--- config.mk ---
export PLATFORM = sky130hd
export DESIGN_NAME = seg_scan_driver
export DESIGN_NICKNAME = d
export VERILOG_FILES = /design/src/rtl/seg_scan_driver.sv
export SDC_FILE = /design/constraint.sdc
export NUM_CORES = 1
export LEC_CHECK = 0
export CAP_MARGIN = 20
export CELL_PAD_IN_SITES_DETAIL_PLACEMENT = 0
export CELL_PAD_IN_SITES_GLOBAL_PLACEMENT = 1
export CORE_MARGIN = 3
export CORE_UTILIZATION = 46
export CTS_BUF_LIST = sky130_fd_sc_hd__clkbuf_16
export DETAILED_ROUTE_END_ITERATION = 10
export GPL_TIMING_DRIVEN = 0
export PLACE_DENSITY_LB_ADDON = 0.1
export REMOVE_ABC_BUFFERS = 1
export SLEW_MARGIN = 30
export SYNTH_ARGS = -nofsm -noshare
export SYNTH_HDL_FRONTEND = slang
export SYNTH_SLANG_ARGS = --single-unit
--- constraint.sdc ---
create_clock -name clk -period 3 [get_ports clk]
set_input_delay 0.6 -clock clk [delete_from_list [all_inputs] [get_ports clk]]
set_output_delay 0.6 -clock clk [all_outputs]
set_load 0.01 [all_outputs]
--- src/rtl/seg_scan_driver.sv ---
// Multiplexed 7-segment scan driver with shadow/active banks committed at frame end.
// Latency: outputs registered; write->shadow 1 cycle; commit visible at first drive slot of next frame.
// Backpressure: none; writes and commits are always accepted, repeated commits merge.
module seg_scan_driver #(
    parameter int DIGITS   = 4,
    parameter int PRESCALE = 1000,
    parameter int BLANK    = 16
) (
    input  logic                       clk,
    input  logic                       rst_n,
    input  logic                       wr_en,
    input  logic [$clog2(DIGITS)-1:0]  wr_idx,
    input  logic [6:0]                 wr_seg,
    input  logic                       commit,
    output logic [6:0]                 seg_out,
    output logic [DIGITS-1:0]          dig_en,
    output logic                       frame_tick,
    output logic                       pending
);

    localparam int IDX_W = $clog2(DIGITS);
    localparam int CNT_W = $clog2(PRESCALE);

    localparam logic [CNT_W-1:0] PRE_LAST = CNT_W'(PRESCALE - 1);
    localparam logic [CNT_W-1:0] BLANK_C  = CNT_W'(BLANK);
    localparam logic [IDX_W-1:0] DIG_LAST = IDX_W'(DIGITS - 1);

    typedef enum logic {
        PH_BLANK = 1'b0,
        PH_DRIVE = 1'b1
    } phase_t;

    // run is low only between reset release and the first edge, so that
    // first edge lands on slot cycle 0 of digit 0 instead of advancing past it.
    logic             run;
    logic [CNT_W-1:0] cnt;
    logic [CNT_W-1:0] cnt_nxt;
    logic [IDX_W-1:0] idx;
    logic [IDX_W-1:0] idx_nxt;
    logic             slot_last;
    logic             frame_end;
    logic             do_xfer;
    logic             wr_ok;
    logic             in_blank;

    logic [6:0]       shadow     [DIGITS];
    logic [6:0]       active     [DIGITS];
    logic [6:0]       active_nxt [DIGITS];

    phase_t           phase;
    phase_t           phase_nxt;

    logic [6:0]        seg_nxt;
    logic [DIGITS-1:0] dig_nxt;
    logic              tick_nxt;

    // Slot counter and digit index advance; frozen until the first edge after reset.
    always_comb begin
        slot_last = (cnt == PRE_LAST);
        frame_end = run && slot_last && (idx == DIG_LAST);
        cnt_nxt   = cnt;
        idx_nxt   = idx;
        if (run) begin
            if (slot_last) begin
                cnt_nxt = '0;
                idx_nxt = (idx == DIG_LAST) ? '0 : idx + 1'b1;
            end else begin
                cnt_nxt = cnt + 1'b1;
            end
        end
    end

    // Scan position registers.
    always_ff @(posedge clk or negedge rst_n) begin
        if (!rst_n) begin
            run <= 1'b0;
            cnt <= '0;
            idx <= '0;
        end else begin
            run <= 1'b1;
            cnt <= cnt_nxt;
            idx <= idx_nxt;
        end
    end

    // A commit arriving in the frame-end cycle itself still transfers at that frame end.
    always_comb begin
        do_xfer = frame_end && (pending || commit);
        wr_ok   = wr_en && (int'(wr_idx) < DIGITS);
        for (int d = 0; d < DIGITS; d++) begin
            active_nxt[d] = do_xfer ? shadow[d] : active[d];
        end
    end

    // Shadow bank: host writes land here only.
    always_ff @(posedge clk or negedge rst_n) begin
        if (!rst_n) begin
            for (int d = 0; d < DIGITS; d++) begin
                shadow[d] <= '0;
            end
        end else if (wr_ok) begin
            shadow[wr_idx] <= wr_seg;
        end
    end

    // Active bank: copied from the pre-write shadow at frame end, so a same-cycle write is not seen.
    always_ff @(posedge clk or negedge rst_n) begin
        if (!rst_n) begin
            for (int d = 0; d < DIGITS; d++) begin
                active[d] <= '0;
            end
        end else begin
            for (int d = 0; d < DIGITS; d++) begin
                active[d] <= active_nxt[d];
            end
        end
    end

    // Pending flag: set by commit, cleared when the transfer happens.
    always_ff @(posedge clk or negedge rst_n) begin
        if (!rst_n) begin
            pending <= 1'b0;
        end else if (do_xfer) begin
            pending <= 1'b0;
        end else if (commit) begin
            pending <= 1'b1;
        end
    end

    // Blank window test on the upcoming slot position; a zero-length window never blanks.
    generate
        if (BLANK == 0) begin : g_no_blank
            assign in_blank = 1'b0;
        end else begin : g_blank
            assign in_blank = (cnt_nxt < BLANK_C);
        end
    endgenerate

    // Phase FSM state register.
    always_ff @(posedge clk or negedge rst_n) begin
        if (!rst_n) begin
            phase <= PH_BLANK;
        end else begin
            phase <= phase_nxt;
        end
    end

    // Phase FSM next state: leave BLANK once past the window, re-enter at each new slot.
    always_comb begin
        phase_nxt = phase;
        case (phase)
            PH_BLANK: if (!in_blank) phase_nxt = PH_DRIVE;
            PH_DRIVE: if (in_blank)  phase_nxt = PH_BLANK;
            default:  phase_nxt = PH_BLANK;
        endcase
    end

    // Phase FSM outputs, computed for the upcoming cycle so the output flops line up with cnt/idx.
    // active_nxt is used so a transfer is visible immediately when there is no blank window.
    always_comb begin
        seg_nxt  = '0;
        dig_nxt  = '0;
        tick_nxt = (cnt_nxt == PRE_LAST) && (idx_nxt == DIG_LAST);
        if (phase_nxt == PH_DRIVE) begin
            seg_nxt = active_nxt[idx_nxt];
            dig_nxt = DIGITS'(1) << idx_nxt;
        end
    end

    // Output flops; reset clears them asynchronously.
    always_ff @(posedge clk or negedge rst_n) begin
        if (!rst_n) begin
            seg_out    <= '0;
            dig_en     <= '0;
            frame_tick <= 1'b0;
        end else begin
            seg_out    <= seg_nxt;
            dig_en     <= dig_nxt;
            frame_tick <= tick_nxt;
        end
    end

endmodule

==> impl_metrics.tcl <==
set metrics [dict create \
    p_int_w 0.00202 \
    post-synth-top-area-cell "dfrtp_1" \
    netlist_top_cells_area "dfrtp_1 58%, nand2_1 9.5%, mux2_2 9.0%, mux2i_1 2.6%, nor2_1 2.2%" \
    ys_seq_area_share_pct 58.5 \
    instances_no_fill 456 \
    fp.dieW_um 93.3 \
    syn_inst 322 \
    r2r_end "seg_out[5]" \
    maxCapViolations 0 \
    yosys-top-cells-count "89 x nand2_1, 82 x dfrtp_1, 28 x mux2_2" \
    grt-ovfl-total 0 \
    async_reset_ff_share_pct 100 \
    busiest_layer "met2" \
    cts_tree "done" \
    period_minus_slack_ns 2.76 \
    grt_pass1_wl_mm 11.3 \
    post_synth.cell_area_avg_um2 10.9 \
    r2r-start "cnt[0]" \
    fmax_mhz 363 \
    start_util_pct 47.9 \
    swShare_pct 24.9 \
    vias 2364 \
    antenna_cells 0 \
    hpwl_mm 4.54 \
    drc 0 \
    tightestPinTransition_ns 0.512 \
    die_area_mm2 0.00871 \
    rsz0062_at_grt "no" \
    crit_chain "ha_1, and3_1, nand3_1, nor3b_4, buf_6, buf_6, nand2_1, a311oi_1, o21a_1" \
    dp.cells 440 \
    ctsResizeCount 1 \
    worst-r2r-cell-count 9 \
    clock_tree.root_cell "clkbuf_16" \
    antenna_found_initial 0 \
    synth_edf_count 0 \
    grt_pass1_vias 2314 \
    cp.buffers_inverters 2 \
    area_growth_pct 20.9 \
    synth_most_common_cell "nand2_1" \
    cts_setup_buffers 0 \
    grt_max_degree 44 \
    post-route-period-util_pct 91.9 \
    drtPass1Iterations 4 \
    ys_warn_count 0 \
    critPathKind "flip-flop to flip-flop" \
    netlist.area_leader.share_pct 58.5 \
    vias_per_cell 5.18 \
    fin_util_pct 57.8 \
    worst_slew_margin_rel_pct 65.8 \
    crit_path_end_kind "flip-flop" \
    cellPowerDensity_mw_per_mm2 634 \
    fin_nets 367 \
    fin_skew_ns 0.00546 \
    gr-usage-all-layers_pct 17.0 \
    cts_buffer_depth 2 \
    pwr-share-seq_pct 48.8 \
    power_frac_comb_pct 12.0 \
    status "completed" \
    cts_sinks 82 \
    antenna_left 0 \
    clk_latency_ns 0.33 \
    final-hold-violation-count 0 \
    fp.dieH_um 93.3 \
    place_congestion 0.854 \
    crit_slowest_cell "nor3b_4" \
    drt_iter0_markers 91 \
    htree_levels 3 \
    critPathMaxFanout 13 \
    worstPathRequired_ns 3.26 \
    hold_slack_ns 0.171 \
    ys_types 42 \
    total_leakage_power_nw 2.07 \
    path_delay_family "simple AND/OR/NAND/NOR gates" \
    row_count 31 \
    crit_start "cnt[0]" \
    dpl_cell_area_mm2 0.00395 \
    critPathArrivalTime_ns 3.02 \
    syn_area_mm2 0.00351 \
    pin_count 26 \
    fin_ws_ns 0.243 \
    clk_pin_slew_ns 0.06 \
    p_sw_w 0.000669 \
    post_route_cells_drive_above_1_share_pct 16.0 \
    hp-class "input port to async pin" \
    synth_ff_type "dfrtp_1" \
    startpoint_type "flip-flop" \
    reg2reg_slack_ns 0.24 \
    ys_ff_latch 82 \
    place_ws_ns -0.0581 \
    routed_wl_mm 6.74 \
    setup_viol 0 \
    use_met3_pct 4.02 \
    crit_path_frequent_cell "buf_6" \
    slew_viol_final 0 \
    max_stage_delay_ns 0.49 \
    numCtsBuffers 9 \
    holdBufCountCts 0 \
    final_area_mm2 0.00424 \
    wire_per_inst_um 14.8 \
    port_buffers 25 \
    use_met1_pct 22.4 \
    core-area_mm2 0.00733 \
    clkPwrFrac_pct 39.2 \
    grtUsageMet2_pct 27.2 \
    peakVddDrop_mv 0.394 \
]
-- per-layer routing --
metal  part of all wire [%]  vias to the layer above
met5                      0                        -
met4                    1.8                        0
met3                    2.7                       10
met2                     48                       32
met1                     47                     1157
li1                       -                     1165
-- state kept, by name, summed over array words and instances (netlist names) --
register	cells
active	28
shadow	28
cnt	10
seg_out	7
dig_en	4
idx	2
frame_tick	1
pending	1
run	1
-- stage by stage --
step                      TNS (ns)  power (W)
after CTS                        0    0.00272
after floorplan                  0    0.00152
after detailed placement    -0.257    0.00166
after global placement     -143.76    0.00165
after global routing             0    0.00282
final                            0    0.00269
-- cells by family (layout without fill, tap and decap cells) --
logic type / after synthesis / after routing / share of synthesized area [%]
and+or+nand+nor: 139 / 139 / 17.5
DFF: 82 / 82 / 58.5
AOI/OAI and AO/OA: 38 / 38 / 7.92
muxes: 37 / 37 / 11.6
buffers and inverters: 19 / 54 / 2.67
xor gates and xnor gates: 4 / 4 / 0.999
adders and majority gates: 2 / 2 / 0.713
other: 1 / 1 / 0.107
-- power groups by stage --
stage | clock network, W | registers, W | logic, W
finish | 0.00105 | 0.00131 | 0.000323
global route | 0.00112 | 0.00133 | 0.000360
CTS | 0.00107 | 0.00131 | 0.000332
detailed placement | 0 | 0.00133 | 0.000331
global placement | 0 | 0.00133 | 0.000318
floorplan | 0 | 0.00131 | 0.000209
-- worst max-delay path by stage --
stage | slack (ns) | end | cells past startpoint
detailed placement | -0.06 | seg_out[5] | 7
global route | 0.03 | seg_out[4] | 7
floorplan | 0.15 | seg_out[0] | 7
global placement | -1.66 | shadow[14] | 1
CTS | 0.22 | seg_out[5] | 7
finish | 0.24 | seg_out[5] | 9
-- final cells by class --
cell class | count | area (um2)
clock inverter | 7 | 61.3
clock buffer | 9 | 225
multi-input combinational | 221 | 1400
fill | 643 | 3090
sequential | 82 | 2050
tap | 99 | 124
inverter | 5 | 18.8
timing repair buffer | 33 | 362
-- cell usage in the layout, fill, tap and decap left out, drive strengths merged, types with 3 or more instances in the layout --
master	synthesis	layout
nand4	3	3
xnor2	3	3
a21oi	5	5
nand3	4	4
clkinv	1	4
inv	4	5
nand3b	4	4
mux2	28	28
clkdlybuf4s50	0	24
a211oi	7	7
mux2i	9	9
clkbuf	5	9
dfrtp	82	82
nor2	21	21
nand2	89	89
and3	8	8
o21a	8	8
buf	9	9
a311oi	7	7
No activity file was read; power rests on OpenSTA's default activity.
==> RTL edit 1: new RTL, config.mk and constraints unchanged <==
The parameter `PRESCALE` goes from 1000 to 4000.
--- a/src/rtl/seg_scan_driver.sv
+++ b/src/rtl/seg_scan_driver.sv
@@ -4,5 +4,5 @@
 module seg_scan_driver #(
     parameter int DIGITS   = 4,
-    parameter int PRESCALE = 1000,
+    parameter int PRESCALE = 4000,
     parameter int BLANK    = 16
 ) (
Behaviour: no difference found for any inputs over 10 cycles, from zero or initial values and one cycle with rst_n low; that may be too few to reach the edited logic, so the function may still have changed.
==> RTL edit 1 against the original RTL <==
Die area increased by 4.3%; maximum frequency rose by 1.5%; design area increased by 3.7%; sequential cell count grew 2; wire length grew 11%; count of clock-buffer cells in the layout unchanged; total power is 12% higher; worst setup slack improved by 0.041 ns; synthesized area grew 4.6%; critical endpoint is now seg_out[0]; largest power group unchanged.
==> RTL edit 1: results (changes against the original RTL) <==
[status]
status = completed

[global_routing]
grt-busiest-layer = met2
grt_pass1_wl_um = 12300  ; +8.9%
met1_usage = 0.245  ; +0.0214
grt_util_all_layers = 0.183  ; +0.0132
grt_pass1_vias = 2400  ; +3.7%
grt_max_degree = 59  ; +34%
use_met2 = 0.293  ; +0.0217
grt_util_met3 = 0.0410  ; +0.000817

[worst_setup_path]
reg2reg_from = cnt[0]
critPathArrivalTime_ns = 2.98  ; -0.04 ns
cp_max_fo = 8  ; -5

[pwr]
switching_share = 0.254  ; +0.00501
peakVddDrop_mv = 0.346  ; -12%
leakagePower_nw = 2.04  ; -1.2%

[clock_network]
cts_setup_buffers = 1  ; +1
cts_inserted_buffers = 9  ; unchanged
ctsHoldBuffers = 0  ; unchanged
root_buffer = clkbuf_16
clk_pin_slew_worst_paths_ns = 0.06  ; about the same
insertion_delay_ns = 0.33  ; about the same

[detailed_routing]
drtPass1Iterations = 4  ; unchanged
wl_met1_um = 3530  ; +11%
wl_met2_um = 3550  ; +9.4%
vias_per_cell = 5.39  ; +4.0%
detail_route.drc_violations = 0  ; unchanged
routed_wl_um = 7470  ; +11%
detail_route.iter0.violations = 102  ; +12%
vias = 2415  ; +2.2%
dr_wl_met3_um = 244  ; +34%

[synthesis]
async_flop_share = 1.00  ; unchanged
synth_commonest_cells = 84 x dfrtp_1, 50 x nand2_1, 30 x mux2_2
ys_warn_count = 0  ; unchanged
yosys-top-cells-area = dfrtp_1 57%, mux2_2 9.2%, nand2_1 5.1%
seq_area_frac_synth = 0.573  ; -0.0121
synth.avg_cell_area_sq_um = 11.7  ; +7.6%
synth_cell_types = 47  ; +12%

[placed_design]
placed_cell_area_sq_um = 4040  ; +2.3%
place_congestion = 0.826  ; -3.3%
numPlacedInstances = 430  ; -2.3%
dp_hpwl_um = 4930  ; +8.4%
io_buffers = 25  ; unchanged
pre_cts_ws_ns = -0.0949  ; -0.0368 ns

[cells_and_area]
seq_area_sq_um = 2100  ; +2.4%
nFillCells = 643  ; unchanged
drive_above_1_share = 0.175  ; +0.0151
top_regs = active: 28 flops, shadow: 28 flops, cnt: 12 flops
nNetsFinal = 360  ; -1.9%

[timing]
clock_skew_ns = 0.00702  ; +0.00156 ns
worst_pin_slew_ns = 0.865  ; +0.353 ns

-- RTL edit 1: power groups by stage --
stage / clock (mW) / sequential, mW / combinational (mW)
2_1_floorplan: 0 / 1.37 / 0.244
3_3_place_gp: 0 / 1.39 / 0.381
3_5_place_dp: 0 / 1.39 / 0.394
4_1_cts: 1.25 / 1.37 / 0.419
5_1_grt: 1.30 / 1.39 / 0.466
6_report: 1.23 / 1.38 / 0.412
-- RTL edit 1: cell type report --
type,instances,share of cell area
sequential,84,0.478
clock inverter,6,0.0239
multi-input combinational,200,0.328
clock buffer,9,0.0512
timing repair buffer,32,0.0754
tap,99,0.0282
inverter,18,0.0154
-- RTL edit 1: worst max-delay path, cell delays in order, from the launching register on --
cell and delay, ns:
dfrtp_1 0.42, ha_2 0.30, nand2b_1 0.15, or4_4 0.54, nor2_1 0.40, o21ai_1 0.40, a32oi_1 0.25, and3_1 0.18
-- RTL edit 1: final timing paths --
| path | slack [ns] | cells after the start | to |
|---|---|---|---|
| setup reg to reg | 0.28 | 7 | seg_out[0] |
| setup / recovery | 0.28 | 7 | seg_out[0] |
| max in group asynchronous | 2.31 | 2 | shadow[13] |
| hold reg to reg | 0.46 | 2 | active[10] |
| hold / removal | 0.13 | 1 | cnt[8] |
| min in group clk | 0.46 | 2 | active[10] |
-- RTL edit 1: logic make-up (layout without fill, tap and decap cells) --
| logic type | Yosys count | count (layout) | synth area share |
|---|---|---|---|
| multiplexers | 45 | 45 | 0.133 |
| flip-flops | 84 | 84 | 0.573 |
| AND/OR/NAND/NOR | 112 | 112 | 0.160 |
| AO/OA/AOI/OAI | 34 | 34 | 0.0692 |
| adder cells (fa/ha/maj) | 2 | 2 | 0.00682 |
| buffers and inverters | 29 | 65 | 0.0426 |
| XOR/XNOR | 6 | 6 | 0.0143 |
| other | 1 | 1 | 0.00102 |
==> RTL edit 2: new RTL, same flow settings <==
Made on the original files. Reset style: synchronous (`rst_n`), changed in 6 clocked blocks. Comments in the files are not updated.
--- a/src/rtl/seg_scan_driver.sv
+++ b/src/rtl/seg_scan_driver.sv
@@ -72,5 +72,5 @@
 
     // Scan position registers.
-    always_ff @(posedge clk or negedge rst_n) begin
+    always_ff @(posedge clk) begin
         if (!rst_n) begin
             run <= 1'b0;
@@ -94,5 +94,5 @@
 
     // Shadow bank: host writes land here only.
-    always_ff @(posedge clk or negedge rst_n) begin
+    always_ff @(posedge clk) begin
         if (!rst_n) begin
             for (int d = 0; d < DIGITS; d++) begin
@@ -105,5 +105,5 @@
 
     // Active bank: copied from the pre-write shadow at frame end, so a same-cycle write is not seen.
-    always_ff @(posedge clk or negedge rst_n) begin
+    always_ff @(posedge clk) begin
         if (!rst_n) begin
             for (int d = 0; d < DIGITS; d++) begin
@@ -118,5 +118,5 @@
 
     // Pending flag: set by commit, cleared when the transfer happens.
-    always_ff @(posedge clk or negedge rst_n) begin
+    always_ff @(posedge clk) begin
         if (!rst_n) begin
             pending <= 1'b0;
@@ -138,5 +138,5 @@
 
     // Phase FSM state register.
-    always_ff @(posedge clk or negedge rst_n) begin
+    always_ff @(posedge clk) begin
         if (!rst_n) begin
             phase <= PH_BLANK;
@@ -169,5 +169,5 @@
 
     // Output flops; reset clears them asynchronously.
-    always_ff @(posedge clk or negedge rst_n) begin
+    always_ff @(posedge clk) begin
         if (!rst_n) begin
             seg_out    <= '0;
Function: differs if rst_n is asserted again (counterexample within 4 cycles, from zero or initial values and one cycle with rst_n low); with rst_n held inactive, the same outputs for 10 cycles.
==> RTL edit 2 against the original RTL <==
Sequential share of layout area is 2.2 points lower; highest routed layer unchanged; critical path depth is 3 lower; worst setup slack better by 0.016 ns; design area is 1.9% lower; wire length is 8.3% higher; clock skew hardly changed; non-clock buffer count is 5 lower; sequential cell count stayed put; synthesized area is 0.75% higher.
Power is not compared: it rests on default switching activity, and its combinational part moved more than twofold at a synthesized area within 25%.
==> RTL edit 2: results (changes against the original RTL) <==
[status]
status = completed

[placed_design]
place_congestion = 0.789  ; -7.6%
dp_hpwl_um = 5020  ; +11%
numPlacedInstances = 436  ; -0.91%
pre_cts_ws_ns = -0.0490  ; +0.00902 ns

[synthesis]
syn_inst = 328  ; +1.9%
yosys-top-cells-area = dfxtp_1 31%, edfxtp_1 24%, and2_1 6.7%
synth_commonest_cells = 54 x dfxtp_1, 38 x and2_1, 36 x nand2_1
synth_edf_count = 28  ; +28
async_flop_share = 0  ; -1.00
synth_flop_cell = dfxtp_1
seq_area_frac_synth = 0.544  ; -0.0412
synth_cell_types = 50  ; +19%
ys_warn_count = 0  ; unchanged

[clock_network]
insertion_delay_ns = 0.32
cts_max_level = 3  ; unchanged

[cells_and_area]
drive_above_1_share = 0.130  ; -0.0297
nFillCells = 657  ; +2.2%
final_cells = 453  ; -0.66%
nNetsFinal = 364  ; -0.82%

[worst_setup_path]
cp_max_fo = 28  ; +15
slowest_stage = or4_4
cpPeakStageDelay_ns = 0.79  ; +0.30 ns
reg2reg_depth = 6  ; -3
rrSetupSlack_ns = 0.26  ; +0.02 ns
critPathArrivalTime_ns = 2.92  ; -0.10 ns

[timing]
holdWs_ns = 0.446  ; +0.276 ns
slew_headroom = 0.443  ; -0.214
post-route-min-period_ns = 2.74  ; -0.0160 ns

[global_routing]
grt_max_degree = 34  ; -23%
grt_pass1_vias = 2286  ; -1.2%
grt_pass1_wl_um = 11800  ; +4.8%
grt_util_all_layers = 0.179  ; +0.00839

[detailed_routing]
vias = 2450  ; +3.6%
wl_met1_um = 3670  ; +15%
dr_wl_met3_um = 230  ; +26%
wl_per_cell_um = 16.1  ; +9.0%

## RTL edit 2: metrics by stage
step           area (sq um)  setup TNS (ns)   util  power, mW
3_5_place_dp           3830         -0.0925  0.519       1.30
5_1_grt                4160               0  0.565       2.50
4_1_cts                4150               0  0.563       2.44
3_3_place_gp           3810          -23.00  0.517       1.30
2_1_floorplan          3440               0      -       1.25
6_report               4160               0  0.565       2.43
## RTL edit 2: worst paths after layout
check,start,to
max,cnt[0],seg_out[4]
max reg2reg,cnt[0],seg_out[4]
min,active[1][5],active[1][5]
min reg2reg,active[1][5],active[1][5]
## RTL edit 2: cells by family (layout without fill, tap and decap cells)
| logic type | Yosys count | in the layout | synth area share |
|---|---|---|---|
| and+or+nand+nor | 130 | 130 | 0.209 |
| DFF | 82 | 82 | 0.544 |
| AOI/OAI and AO/OA | 72 | 72 | 0.140 |
| buffers and inverters | 21 | 47 | 0.0311 |
| muxes | 17 | 17 | 0.0588 |
| xor gates and xnor gates | 4 | 4 | 0.00991 |
| adders and majority gates | 2 | 2 | 0.00708 |
## RTL edit 2: what timing repair did
| item | 4_1_cts | 5_1_grt |
|---|---|---|
| pin swaps | 1 | 0 |
| setup endpoints to repair | 3 | 7 |
| setup buffers | 1 | 0 |
| resized for setup | 0 | 3 |
## RTL edit 2: area by class of cell
| type | instances | share of cell area |
|---|---|---|
| Clock buffer | 9 | 0.0541 |
| Clock inverter | 7 | 0.0210 |
| Inverter | 3 | 0.00271 |
| Multi-Input combinational cell | 225 | 0.367 |
| Sequential cell | 82 | 0.462 |
| Tap cell | 99 | 0.0298 |
| Timing Repair Buffer | 28 | 0.0631 |
## RTL edit 2: layer usage
layer,GRT usage,vias to the layer above
met5,0,-
met4,0.0662,0
met3,0.0401,9
met2,0.268,46
met1,0.252,1161
li1,-,1234
